### config.mk
export PLATFORM = sky130hd
export DESIGN_NAME = serv_rf_ram_arb
export DESIGN_NICKNAME = d
export VERILOG_FILES = /design/src/rtl/serv_rf_ram_arb_pkg.sv /design/src/rtl/serv_rf_ram_arb.sv
export SDC_FILE = /design/constraint.sdc
export NUM_CORES = 1
export LEC_CHECK = 0
export ABC_AREA = 1
export BUFFER_PORTS_ARGS = -buffer_cell sky130_fd_sc_hd__buf_2
export CAP_MARGIN = 20
export CORE_UTILIZATION = 44
export CTS_CLUSTER_DIAMETER = 50
export DETAILED_ROUTE_END_ITERATION = 8
export PLACE_DENSITY = 0.78
export SKIP_CTS_REPAIR_TIMING = 1
export SKIP_LAST_GASP = 1
export SLEW_MARGIN = 20
export SYNTH_ARGS = -nofsm -noshare
export SYNTH_HDL_FRONTEND = slang
export SYNTH_SLANG_ARGS = --single-unit
export TNS_END_PERCENT = 30
### constraint.sdc
create_clock -name i_clk -period 1.7 [get_ports i_clk]
set_input_delay 0.34 -clock i_clk [delete_from_list [all_inputs] [get_ports i_clk]]
set_output_delay 0.34 -clock i_clk [all_outputs]
set_load 0.005 [all_outputs]
### src/rtl/serv_rf_ram_arb_pkg.sv
// Shared types for the RF RAM arbiter.
//   main_state_t : power-up sequencer (START -> CLEAR -> RUN)
//   dbg_state_t  : debug port transaction tracker
//   rf_depth()   : RAM word count, same formula as the RF top level
package serv_rf_ram_arb_pkg;

    typedef enum logic [1:0] {
        ST_START = 2'd0,
        ST_CLEAR = 2'd1,
        ST_RUN   = 2'd2
    } main_state_t;

    typedef enum logic [1:0] {
        DBG_IDLE  = 2'd0,
        DBG_WACK  = 2'd1,
        DBG_RWAIT = 2'd2
    } dbg_state_t;

    // 32 GPRs plus optional CSRs, each 32 bits, split into width-bit words.
    function automatic int rf_depth(input int width, input int csr_regs);
        return 32 * (32 + csr_regs) / width;
    endfunction

endpackage

### src/rtl/serv_rf_ram_arb.sv
// RF RAM arbiter between serv_rf_ram_if (core) and serv_rf_ram.
// After reset it optionally zeroes every RAM word while o_init_done is low,
// then forwards core traffic with absolute priority. A debug port borrows
// the RAM write or read port only in cycles where the core leaves it idle.
//
// Ports
//   i_clk, i_rst_n        clock, asynchronous active-low reset
//   o_init_done           RAM ready; core must be held in reset while low
//   i_core_*              core write/read port (passed through in RUN)
//   o_core_rdata          RAM read data straight to the core
//   i_dbg_req/we/addr/wdata  debug request, held stable until o_dbg_ack
//   o_dbg_ack             one-cycle completion pulse
//   o_dbg_rdata           registered debug read data, holds between reads
//   o_ram_*, i_ram_rdata  RAM side (read data valid the cycle after ren)
module serv_rf_ram_arb
    import serv_rf_ram_arb_pkg::*;
#(
    parameter int width          = 2,
    parameter int csr_regs       = 4,
    parameter bit CLEAR_ON_RESET = 1'b1,
    localparam int depth         = rf_depth(width, csr_regs),
    localparam int aw            = $clog2(depth)
) (
    input  logic             i_clk,
    input  logic             i_rst_n,
    output logic             o_init_done,
    input  logic [aw-1:0]    i_core_waddr,
    input  logic [width-1:0] i_core_wdata,
    input  logic             i_core_wen,
    input  logic [aw-1:0]    i_core_raddr,
    input  logic             i_core_ren,
    output logic [width-1:0] o_core_rdata,
    input  logic             i_dbg_req,
    input  logic             i_dbg_we,
    input  logic [aw-1:0]    i_dbg_addr,
    input  logic [width-1:0] i_dbg_wdata,
    output logic             o_dbg_ack,
    output logic [width-1:0] o_dbg_rdata,
    output logic [aw-1:0]    o_ram_waddr,
    output logic [width-1:0] o_ram_wdata,
    output logic             o_ram_wen,
    output logic [aw-1:0]    o_ram_raddr,
    output logic             o_ram_ren,
    input  logic [width-1:0] i_ram_rdata
);

    localparam logic [aw-1:0] CNT_LAST = aw'(depth - 1);
    // One extra bit so the bound compares correctly even when depth == 2**aw.
    localparam logic [aw:0]   DEPTH_W  = (aw + 1)'(depth);

    main_state_t      state, state_nxt;
    dbg_state_t       dbg_state, dbg_nxt;
    logic [aw-1:0]    cnt;
    logic             init_done_q;
    logic             dbg_ack_q;
    logic [width-1:0] dbg_rdata_q;

    logic dbg_can_issue;
    logic dbg_in_range;
    logic dbg_wr_issue;
    logic dbg_rd_issue;

    // ------------------------------------------------------------------
    // Main sequencer
    // ------------------------------------------------------------------
    always_ff @(posedge i_clk or negedge i_rst_n) begin
        if (!i_rst_n) begin
            state       <= ST_START;
            cnt         <= '0;
            init_done_q <= 1'b0;
        end else begin
            state       <= state_nxt;
            init_done_q <= (state_nxt == ST_RUN);
            if (state == ST_CLEAR)
                cnt <= cnt + aw'(1);
        end
    end

    always_comb begin
        state_nxt = state;
        case (state)
            ST_START: state_nxt = CLEAR_ON_RESET ? ST_CLEAR : ST_RUN;
            ST_CLEAR: if (cnt == CNT_LAST) state_nxt = ST_RUN;
            ST_RUN:   state_nxt = ST_RUN;
            default:  state_nxt = ST_START;
        endcase
    end

    // ------------------------------------------------------------------
    // RAM port steering
    // ------------------------------------------------------------------
    // A debug request is only considered while the tracker is idle and not
    // in the cycle its previous read ack is showing: the requester still
    // holds req during the ack cycle, and it must not be issued twice.
    assign dbg_can_issue = (state == ST_RUN) && (dbg_state == DBG_IDLE) &&
                           !dbg_ack_q && i_dbg_req;
    assign dbg_in_range  = ({1'b0, i_dbg_addr} < DEPTH_W);

    always_comb begin
        o_ram_wen    = 1'b0;
        o_ram_waddr  = '0;
        o_ram_wdata  = '0;
        o_ram_ren    = 1'b0;
        o_ram_raddr  = '0;
        dbg_wr_issue = 1'b0;
        dbg_rd_issue = 1'b0;
        case (state)
            ST_CLEAR: begin
                o_ram_wen   = 1'b1;
                o_ram_waddr = cnt;
            end
            ST_RUN: begin
                if (i_core_wen) begin
                    o_ram_wen   = 1'b1;
                    o_ram_waddr = i_core_waddr;
                    o_ram_wdata = i_core_wdata;
                end else if (dbg_can_issue && i_dbg_we) begin
                    // Out-of-range writes still complete with an ack but
                    // never reach the RAM.
                    dbg_wr_issue = 1'b1;
                    o_ram_wen    = dbg_in_range;
                    o_ram_waddr  = i_dbg_addr;
                    o_ram_wdata  = i_dbg_wdata;
                end

                if (i_core_ren) begin
                    o_ram_ren   = 1'b1;
                    o_ram_raddr = i_core_raddr;
                end else if (dbg_can_issue && !i_dbg_we) begin
                    dbg_rd_issue = 1'b1;
                    o_ram_ren    = dbg_in_range;
                    o_ram_raddr  = i_dbg_addr;
                end
            end
            default: ;
        endcase
    end

    // Debug reads only use cycles where the core issued no read, so the
    // core never samples the debug data and a plain passthrough suffices.
    assign o_core_rdata = i_ram_rdata;

    // ------------------------------------------------------------------
    // Debug transaction tracker
    // ------------------------------------------------------------------
    always_ff @(posedge i_clk or negedge i_rst_n) begin
        if (!i_rst_n) begin
            dbg_state   <= DBG_IDLE;
            dbg_ack_q   <= 1'b0;
            dbg_rdata_q <= '0;
        end else begin
            dbg_state <= dbg_nxt;
            // Write acks in the cycle after issue; read acks after the RAM
            // data has been captured during RWAIT.
            dbg_ack_q <= dbg_wr_issue || (dbg_state == DBG_RWAIT);
            // Address is still held stable by the requester during RWAIT.
            if (dbg_state == DBG_RWAIT)
                dbg_rdata_q <= dbg_in_range ? i_ram_rdata : '0;
        end
    end

    always_comb begin
        dbg_nxt = dbg_state;
        case (dbg_state)
            DBG_IDLE: begin
                if (dbg_wr_issue)
                    dbg_nxt = DBG_WACK;
                else if (dbg_rd_issue)
                    dbg_nxt = DBG_RWAIT;
            end
            DBG_WACK:  dbg_nxt = DBG_IDLE;
            DBG_RWAIT: dbg_nxt = DBG_IDLE;
            default:   dbg_nxt = DBG_IDLE;
        endcase
    end

    assign o_init_done = init_done_q;
    assign o_dbg_ack   = dbg_ack_q;
    assign o_dbg_rdata = dbg_rdata_q;

endmodule
==> results of run 1 <==
synthesized netlist by cell type (all sizes together):
library cell	n	area share, %
nor3	1	0.35
nand3b	1	0.53
nand3	16	5.6
nand2	75	20
clkinv	1	0.26
nor2	13	4.7
inv	35	9.2
a21oi	13	4.6
o22ai	1	0.44
xor2	7	4.3
o21ai	10	3.5
nor4	1	1.5
nand4	10	4.4
buf	7	3.9
dfrtp	18	32
clkbuf	3	0.79
ha	5	4.4
report_power, final:
part           switching, mW  internal (mW)  leakage [nW]
clock network          0.132         0.0827        0.0138
registers                  0          0.428         0.226
logic                 0.0485         0.0402         0.857
area by class of cell:
class                   count  area share [%]
clock buffers               3            1.15
inverters                  36            6.92
multi-input cells         153            41.5
flip-flops and latches     18            23.1
well taps                  44            2.82
repair buffers             85            24.6
worst register-to-register path, stage by stage (launching register included):
cell and delay (ps):
dfrtp_1 380, buf_4 120, buf_4 110, ha_2 190, buf_6 150, nand2_1 90, nor2_2 150, nand2_1 120
nor2_1 130, xor2_1 160, inv_1 50
registers in the layout, indices dropped and copies added (netlist names):
| register | flops |
|---|---|
| cnt | 10 |
| dbg_state | 2 |
| o_init_done | 1 |
| o_dbg_ack | 1 |
| state | 2 |
| o_dbg_rdata | 2 |
kinds of logic after synthesis:
logic type,after synthesis,synth area share (%)
fa+ha+maj,5,4.39
flops,18,31.6
xor+xnor,7,4.31
simple gates,117,37.0
compound gates,24,8.52
buf+inv,46,14.1
path summary, 6_finish.rpt:
check	from	end	slack [ps]	cells past startpoint
worst max register to register	state[0]$_DFF_PN0_	cnt[7]$_DFFE_PN0N_	-40	10
max in group asynchronous	i_rst_n	cnt[1]$_DFFE_PN0N_	910	2
min in group asynchronous	i_rst_n	state[0]$_DFF_PN0_	500	2
worst min-delay path	i_ram_rdata[0]	o_dbg_rdata[0]$_DFFE_PN0P_	270	3
worst min register to register	cnt[0]$_DFFE_PN0N_	cnt[0]$_DFFE_PN0N_	510	1
worst max-delay path	state[0]$_DFF_PN0_	o_ram_waddr[3]	-360	8
cell usage in the layout (no fill, tap or decap):
cell,synthesis,routed
a21oi_1,13,11
a21oi_2,0,2
buf_12,0,1
buf_2,2,71
buf_4,3,11
buf_6,2,1
clkbuf_4,0,3
clkinv_1,1,1
dfrtp_1,18,18
dlygate4sd3_1,0,1
ha_1,5,3
ha_2,0,1
ha_4,0,1
inv_1,34,32
inv_2,1,3
nand2_1,74,72
nand2_2,1,2
nand2_4,0,1
nand3_1,16,16
nand3b_1,1,1
nand4_1,10,10
nor2_1,8,8
nor2_2,4,3
nor2_4,1,2
nor3_1,1,1
nor4_4,1,1
o21ai_0,8,8
o21ai_1,2,2
o22ai_1,1,1
xor2_1,7,7
routing by layer:
layer / vias to the layer above / wire (µm)
li1: 834 / -
met1: 685 / 1630
met2: 49 / 1700
met3: 4 / 260
met4: 0 / 52
met5: - / 0
==> impl_metrics.toml, run 1 <==
[outcome]
status = "finished with violations"
violations = "negative setup slack"

[cts]
clockBufferDepth = 2
cts_buffers = 3
root_buffer = "clkbuf_4"
clk_pin_slew_ps = 100
htree_num_levels = 1
cts.sinks = 18
clk_latency_ps = 300
cts_tree = "yes"

[timing]
fin_crit_sh_pct = 121
fin_crit_ps = 2060
max-slew-margin-rel_pct = 72.1
finalSetupTns_ps = -7830
worst_hold_slack_ps = 270
report.final.setup_viol = 25
finalMaxSlewViolations = 0
skew_ps = 3.70
worst_slew_pin_slew_ps = 419
rsz0062_at_grt = "yes"
fmax_ghz = 0.485
timing.final.ws_setup_ps = -361
hold_violations = 0

[worst_setup_path]
slowest_delay_ps = 410
cp_max_fo = 8
worstSetupEndpointType = "output port"
cp-start-kind = "flip-flop"
crit_type = "reg2out"
cp_slowest_cell = "dfrtp_1"
path_cells = "inv_2 -> ha_4 -> nand2_4 -> nor2_4 -> buf_12 -> nand4_1 -> a21oi_2 -> buf_2"
critPathBufInv = 3
cp.arrival_ps = 1720
crit_family = "flip-flops"
required_ps = 1360

[die]
core_area_mm2 = 0.00305
die_y_um = 58.9
rows = 20
pin_count = 72
dieArea_mm2 = 0.00347
fp.dieW_um = 58.9
initial_core_util_pct = 46.6

[final_layout]
syn2layout_area_growth_pct = 37.1
drive_gt1_share_pct = 34.9
seqCellArea_um2 = 450
final_area_mm2 = 0.00195
fin_cells = 339
multi_input_comb_area_um2 = 810
n_fill_cell = 294
n_antenna_cell = 0
num-nets-final = 344
utilization_pct = 63.9

[global_routing]
grt_max_degree = 19
grt_pass1_vias = 1334
grtUsageMet1_pct = 27.3
grt_pass1_wl_um = 5600
antenna_found_initial = 0
use_met3_pct = 3.08
grt_busiest_layer = "met2"
grt_overflow_total = 0
globalRouteMet2Util_pct = 36.5
grtUsageTotal_pct = 21.4

[place]
dpl.hpwl_um = 2900
placed_cell_area_mm2 = 0.00185
place.gp.congestion = 0.913
dp_cells = 331
dp_slack_ps = -82.3
port_buffers = 71

[drt]
finalWirelength_um = 3650
wl_per_cell_um = 10.8
vias = 1572
drcViolationCount = 0
ant_nets = 0
firstDrtPassIters = 4
drtIter0Drc = 59
viasPerCell = 4.64

[yosys]
synth_nets = 264
ys_ff_latch = 18
yosys_warnings = 0
synthCells = 217
syn_area_mm2 = 0.00142
yosysUniqueCellTypes = 24
yosysSeqAreaShare_pct = 31.6
avgSynthCellArea_um2 = 6.56

[flow_run]
cap_violations = 0

[power]
leakage_nw = 1.10
power_density_mw_per_mm2 = 375
worst_ir_drop_vdd_uv = 370
report.power.total_mw = 0.731

[worst_hold_path]
holdCritPathClass = "in2reg"
(Power assumes the default switching activity.)
==> run 2, diff against run 1 <==
--- a/config.mk
+++ b/config.mk
@@ -5,13 +5,12 @@
 export SDC_FILE = /design/constraint.sdc
 export NUM_CORES = 1
 export LEC_CHECK = 0
-export ABC_AREA = 1
 export BUFFER_PORTS_ARGS = -buffer_cell sky130_fd_sc_hd__buf_2
 export CAP_MARGIN = 20
 export CORE_UTILIZATION = 44
 export CTS_CLUSTER_DIAMETER = 50
 export DETAILED_ROUTE_END_ITERATION = 8
-export PLACE_DENSITY = 0.78
+export PLACE_DENSITY = 0.9
 export SKIP_CTS_REPAIR_TIMING = 1
 export SKIP_LAST_GASP = 1
 export SLEW_MARGIN = 20
==> impl_metrics.toml, run 2 <==
[drt]
drtIter0Drc = 54
vias = 1550
ant_nets = 0
wl_per_cell_um = 16.3
drcViolationCount = 2
firstDrtPassIters = 6
finalWirelength_um = 4360
viasPerCell = 5.81

[timing]
max-slew-margin-rel_pct = 71.7
skew_ps = 4.94
fmax_ghz = 0.477
fin_crit_ps = 2100
fin_crit_sh_pct = 123
worst_slew_pin_slew_ps = 425
finalMaxSlewViolations = 0
rsz0062_at_grt = "yes"
timing.final.ws_setup_ps = -396
hold_violations = 0
report.final.setup_viol = 24

[worst_setup_path]
path_cells = "nor4b_4 -> buf_4 -> and3b_2 -> a32o_2 -> buf_2"
cp.arrival_ps = 1760
cp.depth = 5
crit_type = "reg2out"
slowest_delay_ps = 430
worstSetupEndpointType = "output port"
cp-start-kind = "flip-flop"
crit_family = "simple AND/OR/NAND/NOR gates"
cp_max_fo = 6
cp-startpoint = "o_dbg_ack$_DFF_PN0_"
cp_slowest_cell = "dfrtp_1"
critPathBufInv = 2
rr_worst_depth = 7
r2r_slack_ps = 20
required_ps = 1360
r2r_start = "state[1]$_DFF_PN0_"

[final_layout]
largest_reg_flops = 10
utilization_pct = 72.3
most-common-layout-cells = "72 x buf_2, 23 x nand2_1, 17 x dfrtp_1"
syn2layout_area_growth_pct = 50.8
n_fill_cell = 220
regMostFlops = "cnt"
mostFrequentLayoutCell = "buf_2"
n_antenna_cell = 0
num-nets-final = 284
final_area_mm2 = 0.00205
drive_gt1_share_pct = 56.4

[place]
dpl.hpwl_um = 2920
placed_cell_area_mm2 = 0.00185
dp_slack_ps = -150
place.gp.congestion = 0.873
port_buffers = 71

[global_routing]
globalRouteMet2Util_pct = 40.4
grt_pass1_wl_um = 5930
grt_pass1_vias = 1318
grtUsageTotal_pct = 23.3
grtUsageMet1_pct = 28.4
grt_overflow_total = 0
grt_busiest_layer = "met2"
use_met3_pct = 5.22
grt_max_degree = 19
antenna_found_initial = 0

[cts]
htree_num_levels = 1
clockBufferDepth = 2
clk_latency_ps = 300
clk_pin_slew_ps = 110
cts_tree = "yes"
cts_buffers = 3
cts.sinks = 18
root_buffer = "clkbuf_4"

[worst_hold_path]
min_from = "i_ram_rdata[1]"
whs_path_depth = 3
holdCritPathClass = "in2reg"

[die]
rows = 19
die_y_um = 57.5
dieArea_mm2 = 0.00331
pin_count = 72
initial_core_util_pct = 47.9
core_area_mm2 = 0.00283
fp.dieW_um = 57.5

[power]
worst_ir_drop_vdd_uv = 342
power_density_mw_per_mm2 = 395
leakage_nw = 1.14

[yosys]
synth_top_area_share_pct = 33.2
synth-async-reset-ratio_pct = 100
yosys_warnings = 0
synth.area.mux_share_pct = 0.830
avgSynthCellArea_um2 = 9.23
synth_compound_area_share_pct = 26.8
synth_top_flop_cell = "dfrtp_1"
synth_area_leader_cell = "dfrtp_1"
yosysSeqAreaShare_pct = 33.2
synthAdderAreaFrac_pct = 4.61
yosysMostFrequentCell = "nand2_1"
synthTopCellsByCount = "28 x nand2_1, 18 x dfrtp_1, 14 x a32o_1, 8 x o21ai_2, 7 x a32o_2"
yosys.area_share.simple_pct = 22.2
synth_top_family_by_area = "compound AO/OA/AOI/OAI gates"
synth_nets = 194
ys_ff_latch = 18
yosys-top-cells-area = "dfrtp_1 33%, a32o_1 10%, nand2_1 7.7%"
yosysUniqueCellTypes = 36
synth_edf_count = 0
synthXorXnorAreaFrac_pct = 5.81
synthCells = 147
syn_area_mm2 = 0.00136

[outcome]
violations = "design-rule violations, negative setup slack"
status = "finished with violations"

[flow_run]
cap_violations = 0
-- run 2: cell count changes after synthesis, moves of 5 or more --
cell | before | now
o21ai_2 | 0 | 8
xnor2_1 | 0 | 6
nand4_1 | 10 | 3
and3_1 | 0 | 5
nand2_1 | 74 | 28
nor2_1 | 8 | 1
a21oi_1 | 13 | 1
inv_1 | 34 | 4
nand3_1 | 16 | 4
a32o_1 | 0 | 14
a32o_2 | 0 | 7
-- run 2: through the flow --
| step | total power, mW | setup TNS [ps] | hold WS (ps) | instances |
|---|---|---|---|---|
| 5_1_grt | 0.836 | -10190 | 280 | 267 |
| 4_1_cts | 0.801 | -10660 | -35.1 | 260 |
| 3_3_place_gp | 0.533 | -1290 | 291 | 256 |
| 2_1_floorplan | 0.461 | 0 | 44.4 | 147 |
| 6_report | 0.807 | -8730 | 268 | 267 |
| 3_5_place_dp | 0.534 | -1770 | 299 | 256 |
-- run 2: logic make-up after synthesis --
| kind of cell | Yosys count |
|---|---|
| multiplexers | 1 |
| adder cells (fa/ha/maj) | 5 |
| AND/OR/NAND/NOR | 56 |
| AO/OA/AOI/OAI | 40 |
| flip-flops | 18 |
| buffers and inverters | 18 |
| XOR/XNOR | 9 |
-- run 2: layout make-up --
type,instances,area [µm²],area share (%)
multi-input cells,112,880,43.0
repair buffers,98,624,30.5
flip-flops and latches,18,452,22.1
well taps,31,38.8,1.90
clock buffers,4,36.3,1.77
inverters,4,15.0,0.734
-- run 2: path summary, 6_finish.rpt --
kind | to
setup / recovery | o_ram_raddr[1]
hold reg to reg | o_dbg_rdata[0]$_DFFE_PN0P_
min in group asynchronous | o_dbg_ack$_DFF_PN0_
setup reg to reg | cnt[5]$_DFFE_PN0N_
max in group asynchronous | state[1]$_DFF_PN0_
hold / removal | o_dbg_rdata[1]$_DFFE_PN0P_
-- run 2: power breakdown --
part	internal [mW]	total, mW	switching, mW
combinational	0.0517	0.105	0.0537
clock	0.131	0.274	0.143
sequential	0.428	0.428	0
-- run 2: layer usage --
| metal | share of wire (%) | vias up |
|---|---|---|
| li1 | - | 726 |
| met1 | 40 | 743 |
| met2 | 52 | 75 |
| met3 | 6.3 | 6 |
| met4 | 1.7 | 0 |
| met5 | 0 | - |
-- run 2: worst reg2reg max path, cell delays in order, from the launching register on --
cell and delay, ps:
dfrtp_2 470, inv_2 110, ha_1 200, buf_12 150
buf_4 130, and3_1 220, nand4_1 150, xnor2_1 150
